`config.mk`:
```
export PLATFORM = sky130hd
export DESIGN_NAME = fetch_queue
export DESIGN_NICKNAME = d
export VERILOG_FILES = /design/src/rtl/fetch_queue.sv
export SDC_FILE = /design/constraint.sdc
export NUM_CORES = 1
export LEC_CHECK = 0
export CAP_MARGIN = 20
export CORE_AREA = 4 4 172 174
export CTS_CLUSTER_SIZE = 24
export DETAILED_ROUTE_END_ITERATION = 16
export DIE_AREA = 0 0 176 178
export PLACE_DENSITY = 0.82
export SLEW_MARGIN = 20
export SYNTH_ARGS = -nofsm -noshare
export SYNTH_HDL_FRONTEND = slang
export SYNTH_SLANG_ARGS = --single-unit
```
`constraint.sdc`:
```
create_clock -name CLK -period 4.2 [get_ports CLK]
set_clock_uncertainty 0.2 [all_clocks]
set_input_delay 0.84 -clock CLK [delete_from_list [all_inputs] [get_ports CLK]]
set_output_delay 0.84 -clock CLK [all_outputs]
set_load 0.05 [all_outputs]
```
`src/rtl/fetch_queue.sv`:
```
// fetch_queue: instruction fetch FIFO between the PC stage and decode, with flush and sticky overflow.
// Optional same-cycle empty-queue bypass enabled by defining FETCH_BYPASS_EN.
module fetch_queue #(
    parameter int DEPTH = 4,
    parameter int PTR_W = $clog2(DEPTH)
) (
    input  logic             CLK,
    input  logic             nRST,
    input  logic             ihit,
    input  logic [31:0]      imemaddr,
    input  logic [31:0]      imemload,
    input  logic             flush,
    input  logic             deq,
    output logic             imemREN,
    output logic             q_valid,
    output logic [31:0]      q_instr,
    output logic [31:0]      q_pc,
    output logic [31:0]      q_npc,
    output logic [PTR_W:0]   q_count,
    output logic             q_full,
    output logic             q_ovf
);
    logic [31:0]      instr_m [DEPTH];
    logic [31:0]      pc_m    [DEPTH];
    logic [31:0]      npc_m   [DEPTH];
    logic [PTR_W-1:0] rd_ptr, wr_ptr;
    logic             held, byp, pop, enq;

    always_comb begin
        held = q_count != '0;
`ifdef FETCH_BYPASS_EN
        byp = !held && ihit && !flush;
`else
        byp = 1'b0;
`endif
        q_full  = q_count == (PTR_W+1)'(DEPTH);
        imemREN = !q_full && !flush;
        q_valid = held || byp;
        pop     = held && deq;
        // a bypassed word taken by decode the same cycle never touches storage
        enq     = ihit && !flush && (!q_full || pop) && !(byp && deq);
        q_instr = held ? instr_m[rd_ptr] : byp ? imemload : '0;
        q_pc    = held ? pc_m[rd_ptr]    : byp ? imemaddr : '0;
        q_npc   = held ? npc_m[rd_ptr]   : byp ? imemaddr + 32'd4 : '0;
    end

    always_ff @(posedge CLK or negedge nRST) begin
        if (!nRST) begin
            rd_ptr  <= '0;
            wr_ptr  <= '0;
            q_count <= '0;
            q_ovf   <= 1'b0;
        end else begin
            if (ihit && q_full && !pop && !flush)
                q_ovf <= 1'b1;
            if (flush) begin
                rd_ptr  <= '0;
                wr_ptr  <= '0;
                q_count <= '0;
            end else begin
                if (enq)
                    wr_ptr <= wr_ptr + PTR_W'(1);
                if (pop)
                    rd_ptr <= rd_ptr + PTR_W'(1);
                if (enq != pop)
                    q_count <= enq ? q_count + (PTR_W+1)'(1) : q_count - (PTR_W+1)'(1);
            end
        end
    end

    always_ff @(posedge CLK) begin
        if (enq) begin
            instr_m[wr_ptr] <= imemload;
            pc_m[wr_ptr]    <= imemaddr;
            npc_m[wr_ptr]   <= imemaddr + 32'd4;
        end
    end
endmodule

```
-- Word level (Yosys, flattened, before mapping)
Memory sizes are Yosys's and may differ from the RTL's.
Index checks and enable logic that the tools add are counted.
W data, S select, Z words.
- input port bits: 69
- RAM bits: 384
- memories kept: 3
- register bits: 8
- logic and storage cells: 41
- output and inout port bits: 103
- add/sub/neg operators: 5
- eq/ne operators: 2
- mux-type cells: 12
- reductions and logical operators: 15
- memory list (name ; depth ; bits a word ; read ports ; clocked after Yosys merged registers in ; wr ports ; line ; RTL):
    instr_m ; 4 ; 32 ; 1 ; 0 ; 1 ; 23 ; logic [31:0] instr_m [DEPTH];
    npc_m ; 4 ; 32 ; 1 ; 0 ; 1 ; 25 ; logic [31:0] npc_m [DEPTH];
    pc_m ; 4 ; 32 ; 1 ; 0 ; 1 ; 24 ; logic [31:0] pc_m [DEPTH];
- operator list (cell ; count):
    $mux W32 ; 3
    $add A32 B3 Y32 const B ; 1
    $mux W3 ; 3
    $mux W2 ; 4
    $logic_and A1 B1 Y1 ; 7
    $reduce_bool A2 Y1 ; 3
    $add A2 B1 Y2 const B ; 2
    $add A3 B1 Y3 const B ; 1
    $eq A3 B3 Y1 const B ; 1
    $logic_not A1 Y1 ; 3
    $reduce_bool A3 Y1 ; 1
    $sub A3 B1 Y3 const B ; 1
    $mux W1 ; 2
    $logic_or A1 B1 Y1 ; 1
    $ne A1 B1 Y1 ; 1

-- Logic depth before layout (Yosys ltp)
- word-level depth: 7
- gate-level depth with buffers: 8
- mapped depth without buffers: 7

-- Worst setup path after synthesis
OpenSTA, ideal clock, no wires.
- path kind: input port to flip-flop
- from: input port flush
- to: memory instr_m[0][0] (enable)
- data arrival time: 3784 ps
- cell stages on the path: 4
- setup time: 463 ps
- required time: 3537 ps
- buffers on the path: 1
- setup slack: -247 ps
- cells stage by stage: clkbuf_1 nand2b_1 nor2_1 and2_1
- cells in the longest elaborated chain, start to end: 5
- ends and longest elaborated chain (item ; line ; RTL):
    start: declaration ; 12 ; input logic flush,
    $logic_not A1 Y1 ; 41 ; enq = ihit && !flush && (!q_full || pop) && !(byp && deq);
    $logic_and A1 B1 Y1 (2 in a row) ; 41 ;
    $mux W1 ; 72 ; if (enq) begin
    $mux W1 (not written as such) ; 73 ; instr_m[wr_ptr] <= imemload;
    end: declaration ; 23 ;
No other way between the ends.

-- Worst setup path in the final report
- from: register q_count[0]
- to: output port q_npc[27]
- cells in the longest elaborated chain, start to end: 2
- ends and longest elaborated chain (item ; line ; RTL):
    start: declaration ; 19 ; output logic [PTR_W:0] q_count,
    start signal: assignment ; 66 ; q_count <= enq ? q_count + (PTR_W+1)'(1) : q_count - (PTR_W+1)'(1);
    $reduce_bool A3 Y1 ; 30 ; held = q_count != '0;
    $mux W32 ; 44 ; q_npc = held ? npc_m[rd_ptr] : byp ? imemaddr + 32'd4 : '0;
    end: declaration ; 18 ; output logic [31:0] q_npc,
No other way between the ends.

==> summary.md <==
| Metric | Value |
|---|---|
| Status | `complete, no violations` |
| Post-route ant nets | `0` |
| Post-DP HPWL | `17700 um` |
| Distinct cells, synth | `38` |
| IO Port Bufs | `171` |
| Leak | `5.945 nW` |
| Grt total ovfl | `0` |
| Post-Syn Area | `0.01532 mm2` |
| CORE AREA | `0.02778 mm2` |
| Synth area leader | `edfxtp_1` |
| Count leader, synth | `edfxtp_1` |
| Die X | `approximately 180 um` |
| Worst-path clk slew | `0.06 ns` |
| Area share of the largest cell type after synthesis | `73.70%` |
| Synth area leaders | `edfxtp_1 (74%), mux4_2 (14%), and2_1 (4.1%), xnor2_1 (1.5%), dfrtp_1 (1.3%)` |
| Vias/cell | `5.733` |
| Ports | `172` |
| Sw frac | `roughly 32%` |
| Slew @ Worst Pin | `0.7973 ns` |
| Top FF cell, synth | `edfxtp_1` |
| Critical path class | `register to output pin` |
| Final Hold Vio Count | `0` |
| Largest net degree at the start of global routing | `95` |
| Final Routed Wirelength | `30010 um` |
| Async S/R FF share, synth | `2.083%` |
| Worst path required time | `3.16 ns` |
| Tot GR Track Use | `19.57%` |
| Fin crit share | `94.53%` |
| Tmin final | `3.970 ns` |
| WL per Instance | `22.48 um` |
| CP Launch Type | `register` |
| Cell Int Power | `7.805 mW` |
| Part of the power in registers | `38.8%` |
| First-pass GRT wire length | `46980 um` |
| TritonCTS clock tree | `yes` |
| Post-CTS setup buffers | `0` |
| Vias in the first global route | `8147` |
| Cells after Synth | `743` |
| Comb pwr share | `32.2%` |
| Drt drc | `0` |
| Via Count | `7653` |
| Final setup viols | `0` |
| Die Y | `178 um` |
| Syn Area/Cell | `between 20 and 25 um2` |
| Yosys Warn Count | `0` |
| Post-synthesis sequential area ratio | `around three quarters` |
| CTS sink count | `384` |
| Initial DRC Count | `732` |
| Net switching power | `3.700 mW` |
| Routability Congestion | `around 0.73` |
| Hold crit path type | `register to register` |
| Antenna violations before repair | `2` |
| Clock H-tree levels | `2` |
| Root buf cell | `clkbuf_16` |
| Full die area | `0.03133 mm2` |
| WP data arrival | `approximately 2.9 ns` |
| Most instantiated cells after synthesis | `edfxtp_1 (376), and2_1 (100), mux4_2 (94)` |
| Crit Path Max Fanout | `between 40 and 50` |
| Power per Cell Area | `612.2 mW/mm2` |
| Initial core utilization | `55.14%` |
| Drt pass-1 iters | `5` |
| Fin nets | `around 1.0k` |
| Number of synthesized flops with an enable pin | `376` |
| Util after Layout | `67.65%` |
| Hold_buf cts | `0` |
| Post-route setup TNS | `0 ns` |
| Max clock buf depth | `3` |
| Clock share of power | `29.1%` |
| # diodes | `0` |
| # rows | `61` |
| Fin. max-slew vios | `0` |
| Resized Gates After CTS | `0` |
| Worst vdd ir | `0.4968 mV` |
| Worst setup EP type | `output pin` |
| RSZ-0062 raised after global routing | `false` |
| Syn Nets | `818` |
| Max-cap check violation count | `0` |
| Cts bufs inserted | `39` |
| Layout cell share with drive strength beyond 1 | `18.08%` |
| Final worst slack | `0.2297 ns` |
| Fmax | `around 250 MHz` |
| Max_slew headroom | `46.55%` |
| Clock Latency Late Sink | `about 0.5 ns` |
| P&R area growth vs syn | `22.68%` |
| Pre-CTS WS | `around 0.6 ns` |
| Number of register bits inferred by synthesis | `384` |
-- power by group through the flow --
stage	logic (mW)	registers, mW	clock network, mW
CTS	3.76	4.46	3.42
floorplan	2.53	4.55	0
finish	3.70	4.46	3.34
global placement	3.70	4.53	0
global route	3.90	4.47	3.59
detailed placement	3.73	4.54	0
-- stage by stage --
step	power (mW)	instances	area, um2	hold slack (ns)
2_1_floorplan	7.079	743	15320	0.3444
3_3_place_gp	8.231	1268	17560	0.2747
3_5_place_dp	8.274	1268	17560	0.2719
4_1_cts	11.64	1335	18790	0.2982
5_1_grt	11.96	1335	18790	0.3320
6_report	11.51	1335	18790	0.2853
-- cell families after synthesis --
| group | after synthesis | share of synthesized area [%] |
|---|---|---|
| flops | 384 | 75.01 |
| compound gates | 10 | 0.5636 |
| mux | 94 | 13.82 |
| xor+xnor | 31 | 1.772 |
| simple gates | 168 | 6.640 |
| buf+inv | 50 | 1.658 |
| fa+ha+maj | 6 | 0.5390 |
-- area by class of cell --
| class | count | area (um2) |
|---|---|---|
| Sequential cell | 384 | 11500 |
| Inverter | 12 | 45.04 |
| Tap cell | 378 | 473.0 |
| Multi-Input combinational cell | 309 | 3585 |
| Clock inverter | 15 | 171.4 |
| Timing Repair Buffer | 185 | 1954 |
| Clock buffer | 52 | 1067 |
| Fill cell | 1820 | 8987 |
-- state kept, by name (all words and copies together), names as in the netlist --
signal   count
wr_ptr       2
pc_m       122
q_count      3
rd_ptr       2
npc_m      126
q_ovf        1
instr_m    128
-- cells in the final DEF (no fill, tap or decap), types with 9 or more instances in the layout --
master	n
and2_1	96
buf_12	11
clkbuf_1	11
clkbuf_16	41
clkdlybuf4s50_1	171
edfxtp_1	376
inv_1	11
mux4_2	94
nand2_1	11
nand3_1	9
nand4_1	13
nor2_1	12
xnor2_1	27
-- worst paths after layout --
kind	from	to	slack [ns]	cells past startpoint
setup / recovery	q_count[0]	q_npc[27]	0.23	5
hold / removal	q_ovf	q_ovf	0.29	1
setup reg to reg	q_count[0]	q_count[2]	1.56	7
hold reg to reg	q_ovf	q_ovf	0.29	1
max in group asynchronous	nRST	rd_ptr[1]	3.04	1
min in group asynchronous	nRST	q_count[0]	0.44	1
-- critical path, stage by stage, from the launching register on --
cell and delay [ns]:
dfrtp_1 0.46, nor3_1 0.13, inv_2 0.50, buf_12 0.28
and2_1 0.19, clkdlybuf4s50_1 0.82
-- per-layer routing --
layer  up-vias  part of all wire, %  track usage (%)  routed length [um]
li1       3348                    -                -                   -
met1      3932                   41            27.44               12400
met2       317                   50            32.39               15060
met3        52                  6.6            4.048                1970
met4         4                  1.9            4.646                 564
met5         -                0.073                0                  22
Note: power is estimated with default switching activity, not from simulation.
==> RTL change 1: new RTL, config.mk and constraints unchanged <==
Reset style: synchronous (`nRST`), changed in one clocked block.
--- a/src/rtl/fetch_queue.sv
+++ b/src/rtl/fetch_queue.sv
@@ -44,7 +44,7 @@
         q_npc   = held ? npc_m[rd_ptr]   : byp ? imemaddr + 32'd4 : '0;
     end
 
-    always_ff @(posedge CLK or negedge nRST) begin
+    always_ff @(posedge CLK) begin
         if (!nRST) begin
             rd_ptr  <= '0;
             wr_ptr  <= '0;
Function: differs if nRST is asserted again (counterexample within 4 cycles, from zero or initial values and one cycle with nRST low); with nRST held inactive, the same outputs for 4 cycles.
==> RTL change 1 against the unedited design <==
Sequential cell count increased by 2; cell area rose by 0.25%; synthesized area decreased by 0.35%; via count rose by 0.17%; worst hold slack better by 0.017 ns; wire length fell by 0.83%; worst setup slack improved by 0.040 ns; critical path type unchanged; highest routed layer unchanged.
Power is not compared: it rests on default switching activity, and its combinational part moved more than twofold at a synthesized area within 25%.
==> RTL change 1: results <==
{
  "first_global_vias": 8170,
  "worstReg2RegEnd": "q_count[2]",
  "gr-usage-met1_pct": 28.6,
  "initialDrtViolationCount": 721,
  "grt.met2_usage_pct": 31.7,
  "synth_nets": 823,
  "gp_routability_congestion": 0.754,
  "worst_hold_path_startpoint": "q_ovf",
  "hpwl_after_detailed_placement_um": 18600,
  "grt_start_max_net_pins": 57,
  "synth_async_sr_flop_share_pct": 0,
  "holdPathStages": 2,
  "synth.cells.most_frequent": "sky130_fd_sc_hd__edfxtp_1 (376), sky130_fd_sc_hd__and2_1 (99), sky130_fd_sc_hd__mux4_2 (94)",
  "worstHoldEndpoint": "q_ovf",
  "timing.rr.start": "q_count[0]",
  "synth_sequential_area_ratio_pct": 75.3,
  "hold_slack_ns": 0.303,
  "use_met3_pct": 3.39,
  "worst-slew-pin-transition_ns": 0.605,
  "nNetsFinal": 1028,
  "synth_area_leaders": "sky130_fd_sc_hd__edfxtp_1 (74%), sky130_fd_sc_hd__mux4_2 (14%), sky130_fd_sc_hd__and2_1 (4.1%)",
  "final_layout_size_suffix_gt1_share_pct": 18.6,
  "wire_per_inst_um": 22.0,
  "globalRouteTotalUtil_pct": 19.5,
  "worstPathArrival_ns": 2.89,
  "detailroute.via_count": 7666,
  "grt_pass1_wl_um": 47200,
  "path_max_fanout": 50,
  "fillCellCount": 1814,
  "top_regs": "instr_m x128, pc_m x126, npc_m x122",
  "run_status": "finished, final reports clean"
}
==> RTL change 1: metal layers <==
layer,wire [um],vias to the layer above,share of wire (%)
li1,-,3404,-
met1,12600,3898,42
met2,14700,318,49
met3,2030,42,6.8
met4,440,4,1.5
met5,21,-,0.071
==> RTL change 1: repair_timing <==
action	4_1_cts	5_1_grt
setup endpoints to repair	30	0
hold endpoints to repair	0	0
resized for setup	1	0
==> RTL change 1: logic make-up (layout without fill, tap and decap cells) <==
group | count (synthesis) | after routing | synth area share [%]
multiplexers | 94 | 94 | 13.9
XOR/XNOR | 31 | 31 | 1.78
buffers and inverters | 43 | 269 | 1.26
flip-flops | 386 | 386 | 75.3
AND/OR/NAND/NOR | 177 | 177 | 6.83
adder cells (fa/ha/maj) | 6 | 6 | 0.541
AO/OA/AOI/OAI | 11 | 11 | 0.451
==> RTL change 1: power by group through the flow <==
stage	sequential, W	combinational, W	clock, W
2_1_floorplan	0.00439	0.000434	0
3_3_place_gp	0.00439	0.000728	0
3_5_place_dp	0.00439	0.000743	0
4_1_cts	0.00431	0.000747	0.00324
5_1_grt	0.00431	0.000783	0.00340
6_report	0.00431	0.000738	0.00317
==> RTL change 1: metrics by stage <==
step	utilization (%)	setup slack, ns	instance area, sq um	total power [W]	std cells
floorplan	-	0.916	15300	0.00482	748
global placement	63.6	0.623	17700	0.00511	1290
detailed placement	63.6	0.517	17700	0.00513	1290
CTS	67.8	0.221	18800	0.00829	1352
global route	67.8	0.0722	18800	0.00850	1352
finish	67.8	0.270	18800	0.00822	1352
==> RTL change 1: worst max path at each step <==
stage	to	slack [ns]	cells after the start	startpoint
CTS	q_pc[27]	0.22	4	q_count[0]
finish	q_npc[23]	0.27	4	q_count[0]
detailed placement	q_npc[23]	0.52	4	q_count[0]
global route	q_pc[25]	0.07	4	q_count[0]
floorplan	q_pc[0]	0.92	6	q_count[0]
global placement	q_pc[0]	0.62	4	q_count[0]
==> RTL change 1: critical path, delay by kind of cell (launching register included) <==
| kind | cells | cell delay [ns] |
|---|---|---|
| AND/OR/NAND/NOR | 2 | 0.70 |
| buffers and inverters | 2 | 1.18 |
| flip-flops | 1 | 0.49 |
==> RTL change 1: final cells by class <==
class	count	area, sq um	area share (%)
Clock buffer	53	1100	5.84
Tap cell	378	473	2.51
Timing Repair Buffer	200	2080	11.0
Inverter	7	26.3	0.139
Multi-Input combinational cell	319	3600	19.1
Clock inverter	9	65.1	0.345
Sequential cell	386	11500	61.0
==> RTL change 2: new RTL, same settings <==
Made on the original files. The option `FETCH_BYPASS_EN` is turned on by a define.
--- a/src/rtl/fetch_queue.sv
+++ b/src/rtl/fetch_queue.sv
@@ -1,5 +1,7 @@
 // fetch_queue: instruction fetch FIFO between the PC stage and decode, with flush and sticky overflow.
 // Optional same-cycle empty-queue bypass enabled by defining FETCH_BYPASS_EN.
+`define FETCH_BYPASS_EN
+
 module fetch_queue #(
     parameter int DEPTH = 4,
     parameter int PTR_W = $clog2(DEPTH)
Behaviour: not the same (Yosys sat finds a counterexample within 4 cycles, from zero or initial values and one cycle with nRST low).
==> RTL change 2 against the unedited design <==
Total power down 2.6%; first-iteration DRC count increased by 50%; maximum frequency decreased by 4.7%; count of clock-buffer cells in the layout rose by 3; synthesized cell count increased by 28%; sequential power down 0.9%; wire length grew 34%; clock power fell by 2%; synthesized area up 5.9%; cell area rose by 12%; sequential cell count unchanged; non-clock buffer count grew 62; register-to-register slack gained 0.32 ns; worst setup slack lost 0.20 ns.
==> RTL change 2: results <==
{
  "synth-edff-count": 376,
  "most_used_flip_flop_cell_after_synthesis": "sky130_fd_sc_hd__edfxtp_1",
  "worst-slew-pin-transition_ns": 0.546,
  "worst_skew_pair.late_latency_ns": 0.52,
  "synth_area_leaders": "sky130_fd_sc_hd__edfxtp_1 (70%), sky130_fd_sc_hd__mux4_2 (13%), sky130_fd_sc_hd__nand2_1 (3.2%)",
  "crit_end": "q_npc[28]",
  "detailroute.via_count": 9934,
  "port_buffers": 171,
  "cp_slowest_stage_delay_ns": 0.61,
  "setup.worst_path.start": "imemaddr[23]",
  "grt_pass1_wl_um": 61700,
  "wire_per_inst_um": 25.4,
  "top_regs": "instr_m x128, npc_m x126, pc_m x122",
  "achievable-frequency_mhz": 240,
  "synth_async_sr_flop_share_pct": 2.08,
  "run_status": "finished, final reports clean",
  "initialDrtViolationCount": 1101,
  "max-vdd-ir-drop_v": 0.000391,
  "globalRouteTotalUtil_pct": 26.0,
  "cts.reportedPaths.clkPinSlew_ns": 0.06,
  "dpl_cell_area_sq_um": 19900,
  "first_global_vias": 10100,
  "fillCellCount": 1551,
  "dp_cells": 1512,
  "synth_nets": 1028,
  "pre_cts_slack_ns": 0.0506,
  "antenna_found_initial": 0,
  "ctsRootBufferMaster": "sky130_fd_sc_hd__clkbuf_16",
  "depth_of_the_worst_register_to_register_path": 8,
  "synth_sequential_area_ratio_pct": 70.8,
  "timing.rr.start": "q_count[0]",
  "synth_cell_type_count": 54,
  "worst-r2r-setup-slack_ns": 1.88,
  "worst_path_dominant_cell_family": "simple AND/OR/NAND/NOR gates",
  "final_layout_size_suffix_gt1_share_pct": 27.7,
  "hpwl_after_detailed_placement_um": 25300,
  "final-instance-count-excl-fill": 1583,
  "grt_start_max_net_pins": 53,
  "path_max_fanout": 5,
  "cp_slowest_cell": "sky130_fd_sc_hd__clkdlybuf4s50_1",
  "worstReg2RegEnd": "q_count[2]",
  "static-leakage-power_nw": 7.25,
  "yosysWarnings": 0,
  "gp_routability_congestion": 0.837,
  "nNetsFinal": 1250,
  "cell_count_after_synthesis": 953,
  "synth.cells.most_frequent": "sky130_fd_sc_hd__edfxtp_1 (376), sky130_fd_sc_hd__nand2_1 (139), sky130_fd_sc_hd__mux4_2 (94)"
}
==> RTL change 2: cells by family after synthesis <==
family                     after synthesis  synth area share (%)
AOI/OAI and AO/OA                       56                  2.76
xor gates and xnor gates                33                  1.78
adders and majority gates                6                 0.509
buffers and inverters                   76                  2.10
DFF                                    384                  70.8
muxes                                   94                  13.0
and+or+nand+nor                        304                  9.00
==> RTL change 2: worst min path at each step <==
stage	from	end	slack [ns]	cells after the start
finish	q_ovf	q_ovf	0.27	1
floorplan	nRST	q_count[0]	0.34	0
global placement	q_ovf	q_ovf	0.24	1
detailed placement	q_ovf	q_ovf	0.27	1
CTS	q_ovf	q_ovf	0.28	1
global route	q_ovf	q_ovf	0.30	1
==> RTL change 2: final cells by class <==
cell class,count,area (sq um),share of cell area (%)
flip-flops and latches,384,11500,54.6
multi-input cells,493,4430,21.0
repair buffers,247,3430,16.3
clock buffers,55,1080,5.12
well taps,378,473,2.25
clock inverters,15,119,0.564
inverters,10,37.5,0.178
diodes,1,2.50,0.0119
==> RTL change 2: timing repair <==
item	in CTS	in global routing
hold buffers	0	0
gates resized for setup	0	2
setup endpoints to repair	0	3
==> RTL change 2: per-layer routing <==
| metal | routed length (um) | vias to the layer above | share of wire (%) | global-route usage (%) |
|---|---|---|---|---|
| met5 | 0 | - | 0 | 0 |
| met4 | 983 | 0 | 2.4 | 7.67 |
| met3 | 4160 | 71 | 10 | 6.06 |
| met2 | 19900 | 571 | 50 | 41.6 |
| met1 | 15100 | 5060 | 38 | 36.6 |
| li1 | - | 4232 | - | - |
==> RTL change 2: report_power, final <==
group | switching (W) | internal [W]
Sequential | 0.0000548 | 0.00436
Clock | 0.00137 | 0.00191
Combinational | 0.00199 | 0.00151
Total | 0.00342 | 0.00778
